<file path="config.mk">
export PLATFORM = sky130hd
export DESIGN_NAME = pipe_skid
export DESIGN_NICKNAME = d
export VERILOG_FILES = /design/src/rtl/pipe_skid.sv
export SDC_FILE = /design/constraint.sdc
export NUM_CORES = 1
export LEC_CHECK = 0
export ABC_AREA = 1
export CAP_MARGIN = 15
export CELL_PAD_IN_SITES_DETAIL_PLACEMENT = 0
export CELL_PAD_IN_SITES_GLOBAL_PLACEMENT = 1
export CORE_ASPECT_RATIO = 0.75
export CORE_UTILIZATION = 30
export CTS_CLUSTER_SIZE = 20
export DETAILED_ROUTE_END_ITERATION = 12
export PLACE_DENSITY = 0.68
export SLEW_MARGIN = 20
export SYNTH_ARGS = -nofsm -noshare
export SYNTH_HDL_FRONTEND = slang
export SYNTH_SLANG_ARGS = --single-unit
</file>
<file path="constraint.sdc">
create_clock -name clk -period 1.4 [get_ports clk]
set_input_delay 0.28 -clock clk [delete_from_list [all_inputs] [get_ports clk]]
set_output_delay 0.28 -clock clk [all_outputs]
set_load 0.05 [all_outputs]
</file>
<file path="src/rtl/pipe_skid.sv">
// Two-entry skid stage: main drives the output, skid catches the word that
// arrives while main is stalled. Every output comes straight from a flop.
module pipe_skid #(
  parameter int WIDTH = 32
) (
  input  logic             clk,
  input  logic             rst,
  input  logic             in_valid,
  input  logic [WIDTH-1:0] in_data,
  output logic             in_ready,
  output logic             out_valid,
  output logic [WIDTH-1:0] out_data,
  input  logic             out_ready,
  input  logic             flush
);

  typedef enum logic [1:0] {
    EMPTY = 2'd0,
    ONE   = 2'd1,
    TWO   = 2'd2
  } state_t;

  state_t           state, nstate;
  logic [WIDTH-1:0] skid;
  logic             accept, consume;
  logic             load_main, load_skid, main_from_skid;

  assign accept  = in_valid && in_ready;
  assign consume = out_valid && out_ready;

  always_comb begin
    nstate         = state;
    load_main      = 1'b0;
    load_skid      = 1'b0;
    main_from_skid = 1'b0;
    case (state)
      EMPTY: begin
        if (accept) begin
          load_main = 1'b1;
          nstate    = ONE;
        end
      end
      ONE: begin
        if (accept && consume) begin
          load_main = 1'b1;
        end else if (accept) begin
          load_skid = 1'b1;
          nstate    = TWO;
        end else if (consume) begin
          nstate    = EMPTY;
        end
      end
      TWO: begin
        // in_ready is low here, so the only possible event is a drain.
        if (consume) begin
          main_from_skid = 1'b1;
          nstate         = ONE;
        end
      end
      default: nstate = EMPTY;
    endcase
  end

  always_ff @(posedge clk) begin
    if (rst) begin
      state     <= EMPTY;
      out_valid <= 1'b0;
      in_ready  <= 1'b1;
      out_data  <= '0;
      skid      <= '0;
    end else if (flush) begin
      // Data registers keep their stale content; out_valid=0 makes it moot.
      state     <= EMPTY;
      out_valid <= 1'b0;
      in_ready  <= 1'b1;
    end else begin
      state     <= nstate;
      out_valid <= (nstate != EMPTY);
      in_ready  <= (nstate != TWO);
      if (load_main)           out_data <= in_data;
      else if (main_from_skid) out_data <= skid;
      if (load_skid)           skid     <= in_data;
    end
  end

endmodule

</file>
# --- Yosys cells after proc, flatten, opt, wreduce, memory -nomap -nowiden ---
# Index checks and enable logic that the tools add are counted.
totals:
  reg_bits: 68
  wordCells: 33
op_classes:
  eq_ne: 3
  muxes: 15
  n_bitwise: 1
  reduce_logical: 9
op_table:
  columns: ["operator", "count"]
  rows:
  - ["$mux 32", 2]
  - ["$mux 2", 5]
  - ["$mux 1", 6]
  - ["$pmux 2 s3", 1]
  - ["$reduce_and 2->1", 2]
  - ["$reduce_bool 2->1", 2]
  - ["$logic_and 1x1->1", 3]
  - ["$eq 2x1->1 const B", 1]
  - ["$eq 2x2->1 const B", 1]
  - ["$logic_not 2->1", 1]
  - ["$ne 2x2->1 const B", 1]
  - ["$pmux 1 s2", 1]
  - ["$reduce_or 2->1", 1]
  - ["$not 1->1", 1]

# --- Depth between registers and ports, before layout ---
# Gate-level depths: netlist of the first run.
depth:
  word_depth: 6
  ltp_mapped: 9
  mapped_depth_nobuf: 8

# --- Worst setup path before layout of the first run ---
# Ideal clock, no wire load.
synth_path:
  path_type: "register to register"
  from: "register in_ready"
  to: "register out_data[0]"
  setup_time_ns: 0.113
  arrival_time_ns: 1.556
  setup_slack_ns: -0.269
  path_stages_with_launch: 9
  synth_period_minus_slack_ns: 1.669
  path_cell_list: "dfxtp_1 > nand2_1 > nor2_4 > nand2_2 > nand2_2 > nand2_4 > buf_2 > nor2_1 > nor2_1"
synth_via:
  elab_chain_len: 6
  word_cells_on_any_way: 8
synth_rtl:
  columns: ["element", "line_no", "rtl"]
  rows:
  - ["from (decl)", "10", "output logic in_ready,"]
  - ["from (signal assigned)", "79", "in_ready <= (nstate != TWO);"]
  - ["$logic_and 1x1->1 (*)", "28", "assign accept = in_valid && in_ready;"]
  - ["$logic_and 1x1->1", "44", "if (accept && consume) begin"]
  - ["$mux 1", "44", null]
  - ["$pmux 1 s2 (*)", "36", "case (state)"]
  - ["$reduce_bool 2->1 (no source line)", null, null]
  - ["$reduce_and 2->1 (no source line)", null, null]
  - ["to (signal assigned)", "80", "if (load_main) out_data <= in_data;"]
  - ["to (signal assigned)", "81", "else if (main_from_skid) out_data <= skid;"]
  - ["to (decl)", "12", "output logic [WIDTH-1:0] out_data,"]
# Every way passes the cells marked *; elsewhere a longest branch is shown, timed or not.
# A chain may end at the register's enable or synchronous reset.

# --- Final worst setup path of the first run ---
layout_path:
  from: "input port out_ready"
  to: "register out_data[8]"
layout_via:
  elab_chain_len: 6
  word_cells_on_any_way: 9
layout_rtl:
  columns: ["element", "line_no", "rtl"]
  rows:
  - ["from (decl)", "13", "input logic out_ready,"]
  - ["$logic_and 1x1->1 (*)", "29", "assign consume = out_valid && out_ready;"]
  - ["$logic_and 1x1->1", "44", null]
  - ["$mux 1", "44", null]
  - ["$pmux 1 s2", "36", null]
  - ["$reduce_bool 2->1 (no source line)", null, null]
  - ["$reduce_and 2->1 (no source line)", null, null]
# Marked as above.

==> results.md, run 1 <==
- The run finished with clean final reports.
- Across the VDD grid, the largest voltage drop is 0.6022 mV.
- Global routing consumed, over all layers together, 16.86% of the routing resources.
- After Yosys synthesis, XOR and XNOR cells account for 0% of the synthesized area.
- The leading cell type in the layout, fill and taps excluded is sky130_fd_sc_hd__nand2_1.
- The main combinational cell family by area after synthesis is simple AND/OR/NAND/NOR gates.
- At the worst endpoint, the required time is 1.62 ns.
- The worst register-to-register path has a setup slack of 0.05 ns.
- The die area is 10550 sq um.
- The number of nets with antenna violations after detailed routing is 0.
- The initial antenna violation count was 0.
- The final hold slack is 0.4618 ns.
- Sequential cells were found to cover 44.77% of the synthesized design area.
- The type of element launching the critical path is an input port.
- The synthesized design contains 68 register bits.
- The max-cap violation count is 0.
- The number of cells produced by synthesis is 479.
- The completed layout was analyzed and its total power is 5.493 mW.
- The global placer's final weighted congestion is 0.7318.
- The count of final setup violators is 0.
- After legalization and detailed placement, the total HPWL measured 5.292 mm.
- STA classifies the critical path endpoint as a flop.
- For the final routed database, the setup TNS stands at 0 ns.
- The signal arrival time at the worst endpoint is 1.59 ns.
- The number of cells on the worst hold path is 2.
- For this run, asynchronously set or reset flops after synthesis account for 0%.
- In this run the tightest slew margin relative to its limit is 82.62%.
- The final route contains 3106 vias.
- The worst setup path startpoint is out_ready.
- The tree built by TritonCTS fans out to 68 sinks.
- The routed length per instance is 13.39 microns.
- The startpoint of the tightest hold check path is skid[2]$_SDFFE_PP0P_.
- In the final layout, the share of cells above drive strength 1 is 20.32%.
- In the routed design, unresolved DRC markers number 0.
- Leaving out fill and tap cells, the most frequent cells in the layout are sky130_fd_sc_hd__nand2_1, sky130_fd_sc_hd__dfxtp_1, sky130_fd_sc_hd__nor2_1, sky130_fd_sc_hd__buf_12, sky130_fd_sc_hd__inv_1.
- The clock passes through at most 2 buffers.
- The number of rows created at floorplan is 31.
- The launch instance of the worst register-to-register path is in_ready$_SDFF_PP1_.
- The slew of the pin with the lowest slew margin is 0.2604 ns.
- Setup repair after global routing could not meet its margin everywhere.
- From synthesis to final layout, the design area changed by 66.38%.
- The cell at the slowest stage of the critical path is sky130_fd_sc_hd__clkdlybuf4s50_1.
- The standard cell core area is 9736 sq um.
- The count of TritonRoute iterations in the first routing pass is 4.
- Entering global routing, the biggest net connects 35 pins.
- The post-synthesis share of cell area spent on and, or, nand and nor gates is 40.29%.
- The mapped netlist covers 3040 sq um.
- The routed wire length is 9.345 mm.
- The dominant synthesized flop cell is sky130_fd_sc_hd__dfxtp_1.
- The count of boundary I/O pins is 71.
- The final layout contains 599 nets.
- TritonCTS built the clock tree.
- The number of diodes added for antenna fixing is 0.
- The post-route minimum period is 1.368 ns.
- The final-report max-slew violation count is 0.
- The worst setup slack before clock tree synthesis is -0.2956 ns.
- The later pin in the worst-skew pair is clocked with a latency of 0.33 ns.
- The number of hold violations in the final report came to 0.
- For hold timing, the worst endpoint is skid[2]$_SDFFE_PP0P_.
- The final core area utilization is 51.96%.
- The global-route wire length before repair is 13.76 mm.
- Dividing the final minimum period by the clock period gives 97.72%.
- The cell leakage power is 2.306 nW.
- After synthesis, the mean cell area works out to 6.347 sq um.
- The worst hold-check path type is reg2reg.
- For this block, the initial DRC count from the detailed router was 185.
- Along the worst path, the maximum fanout reaches 17.
- The worst register-to-register path ends at skid[29]$_SDFFE_PP0P_.
- Derived from the worst setup path, the maximum achievable clock frequency is 731.0 MHz.
- In this run, post-CTS hold repair placed 0 buffers.
- The die is 89.19 microns tall.
- In the synthesized netlist, mux cells make up 0% of the area.
- The via count of the first global-routing pass was 2760.
- The width of the die is 118.2 microns.
- During synthesis, Yosys emitted a total of 0 warnings.
- The worst setup margin is 0.03196 ns.
- The number of nets produced by synthesis is 516.
- In this run, synthesis inferred 0 flip-flops with an integrated enable.
- The signal on the critical path passes through clkdlybuf4s50_1 > nand2_2 > inv_1 > nand2_1 > nand2_4 > nand2_8 > clkbuf_16 > nor2_1 > nor2_1.
- The count of different cell masters after synthesis is 16.
- In this design, the critical path's most frequently occurring cell is sky130_fd_sc_hd__nor2_1.
- The critical setup path kind is in2reg.
- Counting cells, the worst reg-to-reg path comes to 8.
- The H-tree generated during clock tree synthesis spans 3 levels.
- Counting the buffers created by CTS gives 9.
- The synthesized netlist devotes 5.432% of its cell area to compound gates.
- Port buffering added 70 buffers.
- The buffer cell driving the clock tree root is sky130_fd_sc_hd__clkbuf_16.
- The adder-cell area share of the yosys netlist is 0%.
- The maximum single-stage delay on the critical path is 0.47 ns.
- The initial utilization of the core area, before any placement, comes to 31.23%.
- The average vias per placed instance is 4.450.
- The CTS clock-pin slew for the worst setup and hold paths is 0.05 ns.
- Dividing total power by cell area gives a power density of 1086 nW/um^2.
- Summed over all layers, the global routing overflow is 0.
- For the final database, setup skew stands at 0.004014 ns.
-- sequential cells by signal, indices dropped and copies added, names as in the netlist --
register / cells
in_ready: 1
out_data: 32
out_valid: 1
skid: 32
state: 2
-- worst max-delay path: cells and delay by family --
family	cells	cell delay (ns)
simple gates	6	0.54
buf+inv	3	0.76
-- synth_stat cells, types with 2 or more instances --
cell | number | area share [%]
sky130_fd_sc_hd__nand3_1 | 34 | 5.6
sky130_fd_sc_hd__buf_2 | 12 | 2.0
sky130_fd_sc_hd__clkbuf_1 | 12 | 1.5
sky130_fd_sc_hd__nand2_2 | 2 | 0.41
sky130_fd_sc_hd__nor2_1 | 66 | 8.1
sky130_fd_sc_hd__buf_4 | 3 | 0.74
sky130_fd_sc_hd__a21oi_1 | 32 | 5.3
sky130_fd_sc_hd__dfxtp_1 | 68 | 45
sky130_fd_sc_hd__nand2_1 | 203 | 25
sky130_fd_sc_hd__inv_1 | 41 | 5.1
-- per-layer routing --
metal	GRT usage, %	part of all wire [%]
met5	0	0
met4	4.895	0.80
met3	5.804	6.0
met2	26.79	44
met1	21.85	50
-- worst max-delay path by stage --
stage | to | cells after the start
after floorplan | out_data[0]$_SDFFE_PP0P_ | 8
after global placement | out_data[14]$_SDFFE_PP0P_ | 8
after detailed placement | out_data[31]$_SDFFE_PP0P_ | 9
after CTS | skid[13]$_SDFFE_PP0P_ | 8
after global routing | skid[20]$_SDFFE_PP0P_ | 8
final | out_data[8]$_SDFFE_PP0P_ | 9
-- area by class of cell --
class	count	area (sq um)
multi-input cells	341	1533
well taps	132	165.2
inverters	42	170.2
repair buffers	100	1535
clock buffers	13	250.2
flip-flops and latches	68	1370
fillers	973	4677
clock inverters	2	35.03
-- through the flow --
| step | cells | area [sq um] |
|---|---|---|
| 5_1_grt | 698 | 5059 |
| 4_1_cts | 685 | 4623 |
| 6_report | 698 | 5059 |
| 2_1_floorplan | 479 | 3048 |
| 3_5_place_dp | 670 | 4338 |
| 3_3_place_gp | 670 | 4338 |
-- power by group --
group          switching [mW]  total (mW)  internal, mW
clock network           0.788        2.20          1.42
logic                   0.623        1.19         0.569
registers              0.0801        2.10          2.02
total                    1.49        5.49          4.00
-- repair_timing --
action / in CTS / in global routing
gates resized for setup: 0 / 54
hold endpoints to repair: 0 / 0
setup buffers: 0 / 3
setup endpoints to repair: 0 / 67
-- cells by family after synthesis --
family | count (synthesis)
AOI/OAI and AO/OA | 33
buffers and inverters | 70
DFF | 68
and+or+nand+nor | 308
No activity file was read; power rests on OpenSTA's default activity.
==> run 2: changes to the inputs <==
Settings changed: ABC_CLOCK_PERIOD_IN_PS set to 1400, CORE_MARGIN set to 2.
==> results.md, run 2 (synthesis gave the netlist of run 1 again) <==
- Hold is met by 0.3826 ns.
- Leaving out filler cells and counting taps, the final layout contains 701.
- The number of hold violations in the final report is 0.
- The tool flagged a number of max-cap violations equal to 0.
- Clock tree synthesis inserted a total of 9 buffers.
- The count of final setup violators is 0.
- For the worst flop-to-flop path, the logic depth is 8.
- Routability-driven placement finished with a final weighted congestion of 0.7374.
- The largest registers in the layout are out_data x32, skid x32, state x2.
- For this configuration, the core starts out at a cell density of 31.11%.
- In this run the worst path has a maximum fanout of 8.
- The worst hold path was traced through 3 stages.
- Clock-pin slew was measured on the worst setup and hold paths at 0.05 ns.
- The overall track demand over capacity in global routing is 16.55%.
- For this block, the initial DRC count from the detailed router was 179.
- The run finished with clean final reports.
- Adding up every negative setup slack in the final design gives 0 ns.
- The count of boundary I/O pins is 71.
- The initial antenna violation count was 0.
- Counting I/O delays and the setup requirement, the final critical path takes 1.393 ns.
- The worst-case clock skew is 0.004044 ns.
- The width of the die is 120.2 microns.
- The floorplan step defined a core boundary enclosing 9774 sq um.
- The type of element launching the critical path is an input port.
- The placed instance count is 672.
- STA classifies the critical path endpoint as a flop.
- The critical setup path kind is in2reg.
- The highest attainable clock frequency is 717.9 MHz.
- Dividing the final minimum period by the clock period gives 99.50%.
- The routed wire length is 9.594 mm.
- For this design the ratio of total power to cell area is 1108 nW/um^2.
- Setup repair after global routing could not meet its margin everywhere.
- 0 antenna diodes ended up in the layout.
- The overall via count from detail_route is 3127.
- The first global-routing pass estimated 14.23 mm of wire.
- The die is 91.19 microns tall.
- Once detailed placement completed, the half-perimeter wirelength came to 5.497 mm.
- The buffer cell driving the clock tree root is sky130_fd_sc_hd__clkbuf_16.
- The routed length per instance is 13.69 microns.
- No sink is reached through more buffers than the 2 on the longest clock path.
- The final-report max-slew violation count is 0.
- The TritonCTS clock tree is yes.
- For this design, the CTS-stage hold fixing added 0 buffers.
- The average vias per placed instance is 4.461.
- The worst IR drop on VDD is 0.6390 mV.
- The total overflow left after global routing is 0.
- The floorplan has 31 rows.
- The maximum number of pins on one net before global-route repair is 34.
- In this run the tightest slew margin relative to its limit is 80.64%.
- Clock tree synthesis found a total of 68 sinks.
- The total power is 5.679 mW.
- At the later pin of the worst-skew pair, clock insertion delay measures 0.33 ns.
- The CTS H-tree depth is 3.
- In the routed design, unresolved DRC markers number 0.
- The number of I/O port buffers is 70.
- The fraction of final layout cells with drive strength greater than 1 is 20.74%.
- STA puts the critical path data arrival time at 1.61 ns.
- The worst setup margin is 0.007018 ns.
- The post-synthesis to final-layout area growth is 68.60%.
- The top cell types in the final layout, fill and taps aside, are sky130_fd_sc_hd__nand2_1, sky130_fd_sc_hd__dfxtp_1, sky130_fd_sc_hd__nor2_1, sky130_fd_sc_hd__buf_12, sky130_fd_sc_hd__inv_1.
- The count of nets left with antenna violations once routing finished came out at 0.
- The number of nets in the layout is 602.
- The via count of the first global-routing pass is 2906.
- Leaving out fill and tap cells, the most frequent cell in the layout is sky130_fd_sc_hd__nand2_1.
- The min-delay analysis places its worst path in the category in2reg.
- For this design the static power due to leakage is 2.311 nW.
- At the pin with the least slew margin, the transition time is 0.2905 ns.
- Before CTS, the worst setup slack after placement is -0.3437 ns.
- The die area is 10960 sq um.
- At the worst endpoint, the required time is 1.62 ns.
- The count of TritonRoute iterations in the first routing pass is 4.
run 2: cell types whose count changed in the layout (fill, tap and decap cells not counted), sizes merged:
cell,before,now
dlymetal6s2s,1,2
clkdlybuf4s50,35,34
clkinvlp,0,1
clkinv,2,0
nand2,206,207
buf,56,59
run 2: repair_timing:
item                                    in CTS  in global routing
buffers inserted                             0                  4
endpoints found under the hold margin        0                  0
resized for setup                            0                 52
endpoints found under the setup margin       0                 63
run 2: worst max-delay path: stages:
cell                              delay, ns
sky130_fd_sc_hd__clkdlybuf4s50_1       0.47
sky130_fd_sc_hd__nand2_2               0.07
sky130_fd_sc_hd__nand2_2               0.13
sky130_fd_sc_hd__nand2_4               0.10
sky130_fd_sc_hd__nand2_8               0.12
sky130_fd_sc_hd__nand2_8               0.10
sky130_fd_sc_hd__clkbuf_16             0.18
sky130_fd_sc_hd__nor2_2                0.12
sky130_fd_sc_hd__nor2_1                0.05
run 2: metal layers:
layer	wire length (microns)	GRT usage [%]	share of wire, %	up-vias
li1	-	-	-	1626
met1	4546	22.69	47	1403
met2	4308	24.91	45	91
met3	664	5.276	6.9	7
met4	75	4.748	0.78	0
met5	0	0	0	-
run 2: final cells by class:
cell class	instances	area (sq um)
clock buffer	14	274.0
clock inverter	1	30.03
fill	923	4648
inverter	42	163.9
multi-input combinational	342	1538
sequential	68	1370
tap	132	165.2
timing repair buffer	102	1585
run 2: path summary, 6_finish.rpt:
path | startpoint | to | slack [ns]
max reg2reg | in_ready$_SDFF_PP1_ | out_data[0]$_SDFFE_PP0P_ | 0.02
min reg2reg | skid[19]$_SDFFE_PP0P_ | skid[19]$_SDFFE_PP0P_ | 0.46
max | out_ready | out_data[0]$_SDFFE_PP0P_ | 0.007
min | flush | in_ready$_SDFF_PP1_ | 0.38
run 2: where the power goes:
group	total (mW)	internal [mW]	switching, mW
sequential	2.10	2.02	0.0805
clock	2.32	1.52	0.808
combinational	1.26	0.609	0.648
total	5.68	4.14	1.54
run 2: stage by stage:
| stage | util [%] | cell area (sq um) |
|---|---|---|
| 2_1_floorplan | - | 3048 |
| 3_3_place_gp | 44.92 | 4390 |
| 3_5_place_dp | 44.92 | 4390 |
| 4_1_cts | 48.03 | 4695 |
| 5_1_grt | 52.45 | 5126 |
| 6_report | 52.45 | 5126 |
